**config.mk**
```make
export PLATFORM = sky130hd
export DESIGN_NAME = ex_div
export DESIGN_NICKNAME = d
export VERILOG_FILES = /design/src/rtl/ex_div.sv
export SDC_FILE = /design/constraint.sdc
export NUM_CORES = 1
export LEC_CHECK = 0
export BUFFER_PORTS_ARGS = -buffer_cell sky130_fd_sc_hd__buf_4
export CORE_MARGIN = 10
export CORE_UTILIZATION = 43
export DETAILED_ROUTE_END_ITERATION = 8
export PLACE_DENSITY_LB_ADDON = 0.25
export SLEW_MARGIN = 10
export SYNTH_ARGS = -nofsm -noshare
export SYNTH_HDL_FRONTEND = slang
export SYNTH_SLANG_ARGS = --single-unit
export TNS_END_PERCENT = 30
```
**constraint.sdc**
```tcl
create_clock -name clk -period 3.6 [get_ports clk]
set_input_delay 0.18 -clock clk [delete_from_list [all_inputs] [get_ports clk]]
set_output_delay 0.18 -clock clk [all_outputs]
set_load 0.03 [all_outputs]
```
**src/rtl/ex_div.sv**
```systemverilog
// rtl/ex_div.sv - 32-bit iterative restoring divider for the EX stage (optional DIV_SIGNED_EN)
module ex_div (
  input  logic        clk,
  input  logic        rst,
  input  logic        signed_div_i,
  input  logic [31:0] opdata1_i,
  input  logic [31:0] opdata2_i,
  input  logic        start_i,
  input  logic        annul_i,
  output logic [63:0] result_o,
  output logic        ready_o,
  output logic        stallreq_o
);

  typedef enum logic [1:0] {
    S_FREE   = 2'b00,
    S_BYZERO = 2'b01,
    S_ON     = 2'b10,
    S_END    = 2'b11
  } state_t;

  state_t      state, state_nxt;
  logic [64:0] work;
  logic [5:0]  cnt;
  logic [31:0] divisor_abs;
  logic [63:0] result_q;
  logic [32:0] trial;
  logic [31:0] dividend_abs_in;
  logic [31:0] divisor_abs_in;
  logic [31:0] quot_fix;
  logic [31:0] rem_fix;
  logic        accept;

  assign accept = start_i & ~annul_i;

`ifdef DIV_SIGNED_EN
  logic dvd_neg_in;
  logic dvs_neg_in;
  logic neg_quot;
  logic neg_rem;

  assign dvd_neg_in      = signed_div_i & opdata1_i[31];
  assign dvs_neg_in      = signed_div_i & opdata2_i[31];
  assign dividend_abs_in = dvd_neg_in ? (~opdata1_i + 32'd1) : opdata1_i;
  assign divisor_abs_in  = dvs_neg_in ? (~opdata2_i + 32'd1) : opdata2_i;
  assign quot_fix        = neg_quot ? (~work[31:0] + 32'd1) : work[31:0];
  assign rem_fix         = neg_rem ? (~work[64:33] + 32'd1) : work[64:33];

  // Sign flags are captured with the operands so later input changes cannot disturb correction
  always_ff @(posedge clk) begin
    if (!rst) begin
      neg_quot <= 1'b0;
      neg_rem  <= 1'b0;
    end else if (state == S_FREE && accept) begin
      neg_quot <= dvd_neg_in ^ dvs_neg_in;
      neg_rem  <= dvd_neg_in;
    end
  end
`else
  logic unused_signed_div;

  assign unused_signed_div = signed_div_i;
  assign dividend_abs_in   = opdata1_i;
  assign divisor_abs_in    = opdata2_i;
  assign quot_fix          = work[31:0];
  assign rem_fix           = work[64:33];
`endif

  // Trial subtraction of the divisor from the partial remainder; bit 32 set means it went negative
  assign trial = work[64:32] - {1'b0, divisor_abs};

  // State register
  always_ff @(posedge clk) begin
    if (!rst) state <= S_FREE;
    else      state <= state_nxt;
  end

  // Next-state logic
  always_comb begin
    state_nxt = state;
    case (state)
      S_FREE: begin
        if (accept) state_nxt = (opdata2_i == 32'd0) ? S_BYZERO : S_ON;
      end
      S_BYZERO: begin
        state_nxt = annul_i ? S_FREE : S_END;
      end
      S_ON: begin
        if (annul_i)            state_nxt = S_FREE;
        else if (cnt == 6'd32)  state_nxt = S_END;
      end
      S_END: begin
        if (!start_i) state_nxt = S_FREE;
      end
      default: state_nxt = S_FREE;
    endcase
  end

  // Datapath: operand capture, one restoring step per ON cycle, result latch on completion
  always_ff @(posedge clk) begin
    if (!rst) begin
      work        <= 65'd0;
      cnt         <= 6'd0;
      divisor_abs <= 32'd0;
      result_q    <= 64'd0;
    end else begin
      case (state)
        S_FREE: begin
          if (accept) begin
            work        <= {32'd0, dividend_abs_in, 1'b0};
            divisor_abs <= divisor_abs_in;
            cnt         <= 6'd0;
            result_q    <= 64'd0;
          end
        end
        S_BYZERO: begin
          result_q <= 64'd0;
        end
        S_ON: begin
          if (!annul_i) begin
            if (cnt != 6'd32) begin
              if (!trial[32]) work <= {trial[31:0], work[31:0], 1'b1};
              else            work <= {work[63:0], 1'b0};
              cnt <= cnt + 6'd1;
            end else begin
              result_q <= {rem_fix, quot_fix};
            end
          end
        end
        S_END: begin
          if (!start_i) result_q <= 64'd0;
        end
        default: ;
      endcase
    end
  end

  // Outputs: result is only presented while in END
  always_comb begin
    ready_o    = (state == S_END);
    result_o   = (state == S_END) ? result_q : 64'd0;
    stallreq_o = start_i & ~ready_o;
  end

endmodule

```
# ---- Word level (Yosys, flattened, before mapping)
# Cells that the tools add are included.
dict set report totals {
  regBits 169
  input_bits 69
  wordCells 51
  output_inout_bits 66
}
dict set report op_classes {
  bitwise 4
  addsub 2
  eq_ne 11
  muxes 22
  reduce_logical 7
}
# op n
set op_table {}
lappend op_table {{2-to-1 mux 64 bit} 5}
lappend op_table {{2-to-1 mux 65 bit} 4}
lappend op_table {{one-hot mux 64 bit (4 select lines)} 1}
lappend op_table {{one-hot mux 65 bit (2 select lines)} 1}
lappend op_table {{subtractor 33 x 32 -> 33 bit} 1}
lappend op_table {{zero test 32 bit} 1}
lappend op_table {{2-to-1 mux 6 bit} 3}
lappend op_table {{2-to-1 mux 2 bit} 6}
lappend op_table {{one-hot mux 6 bit (2 select lines)} 1}
lappend op_table {{!= test 2 bit (second input constant)} 5}
lappend op_table {{one-hot mux 2 bit (4 select lines)} 1}
lappend op_table {{AND reduction 4 bit} 2}
lappend op_table {{adder 6 x 1 -> 6 bit (second input constant)} 1}
lappend op_table {{equality test 6 bit (second input constant)} 1}
lappend op_table {{!= test 6 bit (second input constant)} 1}
lappend op_table {{equality test 2 bit (second input constant)} 2}
lappend op_table {{!= test 3 bit (second input constant)} 1}
lappend op_table {{AND reduction 3 bit} 1}
lappend op_table {{AND 1 bit} 2}
lappend op_table {{equality test 2 x 1 -> 1 bit (second input constant)} 1}
lappend op_table {{zero test 2 bit} 1}
lappend op_table {{NOT 1 bit} 2}
lappend op_table {{AND reduction 2 bit} 1}
lappend op_table {{nonzero test 2 bit} 1}

# ---- Logic depth before layout (Yosys ltp)
dict set report logic_depth {
  ltp_word 5
  depth_mapped 15
  mapped_depth_nobuf 13
}

# ---- Worst setup path before layout
# No wires, ideal clock.
dict set report synth_path {
  path_type {reg-to-reg}
  start {register work[32]}
  end {register work[36]}
  t_required_ns 3.478
  path_slack_ns 0.721
  synth_period_minus_slack_ns 2.879
  n_path_buf 0
  t_arrival_ns 2.758
  setup_time_ns 0.122
  path_stages_with_launch 14
  path_cell_list {dfxtp_1 > inv_1 > ha_1 > inv_1 > fa_1 > a211oi_1 > o21ai_2 > o21bai_1 > and3b_1 > nor3_2 > o21ai_2 > a21o_4 > mux2_4 > a221o_1}
}
dict set report synth_between {
  elab_chain_len 5
}
# element line_no
set synth_rtl {}
lappend synth_rtl {{start, declared} 23} ;# logic [64:0] work;
lappend synth_rtl {{start signal, assigned} 110} ;# work <= {32'd0, dividend_abs_in, 1'b0};
lappend synth_rtl {{start signal, assigned} 122} ;# if (!trial[32]) work <= {trial[31:0], work[31:0], 1'b1};
lappend synth_rtl {{start signal, assigned} 123} ;# else work <= {work[63:0], 1'b0};
lappend synth_rtl {{subtractor 33 x 32 -> 33 bit} 70} ;# assign trial = work[64:32] - {1'b0, divisor_abs};
lappend synth_rtl {{2-to-1 mux 65 bit} 122}
lappend synth_rtl {{2-to-1 mux 65 bit} 121} ;# if (cnt != 6'd32) begin
lappend synth_rtl {{2-to-1 mux 65 bit} 120} ;# if (!annul_i) begin
lappend synth_rtl {{one-hot mux 65 bit (2 select lines)} 107} ;# case (state)
# No other way between the ends. The select of a mux whose other input is x is not followed.
# A chain may end at the register's enable or synchronous reset.

# ---- Worst setup path in the final report
dict set report layout_path {
  start {register work[32]}
  end {register work[62]}
}
# The elaborated chain is that of the path after synthesis.

==> metrics.cfg <==
[outcome]
status = finished clean

[detailed_routing]
ant_nets = 0
vias = 8108
drc = 0
first_pass_iters = 5
drt-initial-drc-count = 391
wirelength_um = 24600
wl_per_cell_um = 16.2
vias_per_cell = 5.34

[clock_tree]
hold_buffers = 0
cts-root-buf = clkbuf_16
post_cts_resized = 0
cts_buffers = 17
postCtsSetupBuffers = 0
cts.clk_slew.worst_paths_ps = 70
clock_sinks = 169
clock_latency_ps = 440
cts_max_level = 4
cts_buffer_depth = 2
cts_tree = built

[timing]
worst_pin_slew_ps = 905
clock-skew-final_ps = 10.5
rsz0062_at_grt = no
setup_viol = 0
tns_ps = 0
slew_headroom_pct = 39.7
period_needed_ps = 3240
finalHoldViolCount = 0
finalCritPeriodShare_pct = 90.0
whs_ps = 6.93
slew_viol_final = 0
fmaxAchievable_ghz = 0.309

[floorplanning]
core_area_sq_um = 21200
dieArea_sq_um = 28000
die_h_um = 167
fp.dieW_um = 167
io_pins = 135
rows = 53
start_util_pct = 44.0

[logic_synthesis]
synth_fa_ha_area_share_pct = 5.18
synth-xor-area-share_pct = 2.82
avgSynthCellArea_sq_um = 8.19
synth.ff_latch_count = 169
synth_top_family_by_area = compound AO/OA/AOI/OAI gates
synth_top_area_share_pct = 36.3
synthesis.nets = 1245
async_flop_share_pct = 0
yosys_warnings = 0
synth.top_cells.by_area = dfxtp_1 36%, nand2_1 8.3%, a21boi_0 7.7%, ha_1 5.0%, and2_1 4.8%
muxShareOfSynthArea_pct = 4.50
ys_types = 61
synth_simple_gate_area_share_pct = 22.4
synth_edf_count = 0
netlist_instances = 1138
seq_area_frac_synth_pct = 36.3
netlist_area_sq_um = 9320
ys.flop_type = dfxtp_1
synth.largest_area_cell = dfxtp_1
synth_compound_area_share_pct = 22.8

[placed_design]
place_inst = 1485
place.gp.congestion = 0.928
port_buffers = 133
hpwl_um = 17400

[setup_path]
reg2reg_from = work[32]$_SDFFE_PN0P_
cp.arrival_ps = 3570
rr_worst_depth = 13
crit_required_ps = 3930
cp_max_fo = 12
start_kind = flop
reg2reg_to = work[62]$_SDFFE_PN0P_
r2r_slack_ps = 360
cp-end-kind = flop
criticalPathCategory = flop to flop

[flow_run]
maxCapViolCount = 0

[global_route]
antenna_found_initial = 0
grt_max_degree = 78
grt_first_pass_wirelength_um = 40700
grt_pass1_vias = 7980
grt_util_all_layers_pct = 17.2
overflow = 0

[power_and_ir_drop]
vdd_drop_max_uv = 371
power_leakage_nw = 4.79
power.density_nw_per_um2 = 632
finalPower_mw = 7.05

[worst_hold_path]
hp-class = primary input to flop
hold-path-endpoint = divisor_abs[28]$_SDFFE_PN0P_
hold_depth = 3
hold_path.startpoint = opdata2_i[28]

[cells_and_area]
stdcell_count = 1517
nNetsFinal = 1336
antenna_cells = 0
final_cell_mix = 206 x nand2_1, 169 x dfxtp_1, 147 x buf_4
layout.cells.most_common = nand2_1
area_growth_pct = 19.7
drive_gt1_share_pct = 16.3
post-route-util_pct = 52.7

worst max path at each step:
stage / startpoint / end / slack [ps] / depth (start not counted)
floorplan: work[32]$_SDFFE_PN0P_ / work[36]$_SDFFE_PN0P_ / 720 / 13
global placement: work[32]$_SDFFE_PN0P_ / work[36]$_SDFFE_PN0P_ / 430 / 13
detailed placement: work[32]$_SDFFE_PN0P_ / work[56]$_SDFFE_PN0P_ / 350 / 13
CTS: work[32]$_SDFFE_PN0P_ / work[62]$_SDFFE_PN0P_ / 350 / 13
global route: work[32]$_SDFFE_PN0P_ / work[36]$_SDFFE_PN0P_ / 190 / 13
finish: work[32]$_SDFFE_PN0P_ / work[62]$_SDFFE_PN0P_ / 360 / 13
metrics by stage:
step	setup slack (ps)	area, sq um
5_1_grt	189	11200
4_1_cts	350	11200
2_1_floorplan	721	9320
6_report	360	11200
3_3_place_gp	426	10500
3_5_place_dp	348	10500
synthesized netlist by cell type (all sizes together), types with 5 or more instances:
cell type,n
a211oi,5
a21boi,96
a21o,19
a21oi,26
a221o,6
a31oi,6
and2,71
and3,15
buf,11
clkbuf,65
dfxtp,169
ha,37
inv,67
mux2i,40
nand2,206
nand3,82
nand4,5
nor2,26
nor3,9
nor4,10
o211a,32
o211ai,5
o21a,5
o21ai,27
o21bai,5
o221ai,24
xnor2,17
xor2,13
sequential cells by signal, indices dropped and copies added, names as in the netlist:
name / cells
work: 65
result_q: 64
divisor_abs: 32
cnt: 6
state: 2
logic make-up (layout without fill, tap and decap cells):
group,after synthesis,in the layout
mux,41,41
fa+ha+maj,38,38
flops,169,169
simple gates,442,442
buf+inv,143,247
xor+xnor,30,30
compound gates,275,275
final cells by class:
cell class	count	area, sq um
clock buffers	17	425
clock inverters	15	206
multi-input cells	826	5420
fillers	2010	10000
well taps	275	344
repair buffers	148	1120
inverters	67	251
flip-flops and latches	169	3380
routing by layer:
layer  vias up  part of all wire (%)  global-route usage, %
li1       4146                     -                      -
met1      3796                    47                   21.9
met2       145                    47                   28.6
met3        21                   4.4                   3.91
met4         0                   1.3                   4.47
met5         -                     0                      0
critical path: stages (launching register included):
cell and delay, ps:
dfxtp_1 310, inv_1 70, ha_1 160, inv_1 60, fa_1 440, a211oi_1 280
o21ai_2 140, o21bai_1 170, and3b_1 220, nor3_2 70, o21ai_2 230, a21o_4 280
mux2_4 360, a221o_1 350
power by group:
group	leakage [nW]	switching, mW	internal, mW	total (mW)
clock network	0.306	0.849	1.12	1.97
registers	1.37	0.171	2.10	2.27
logic	3.11	1.74	1.06	2.80
total	4.79	2.76	4.28	7.05
(Power assumes the default switching activity.)
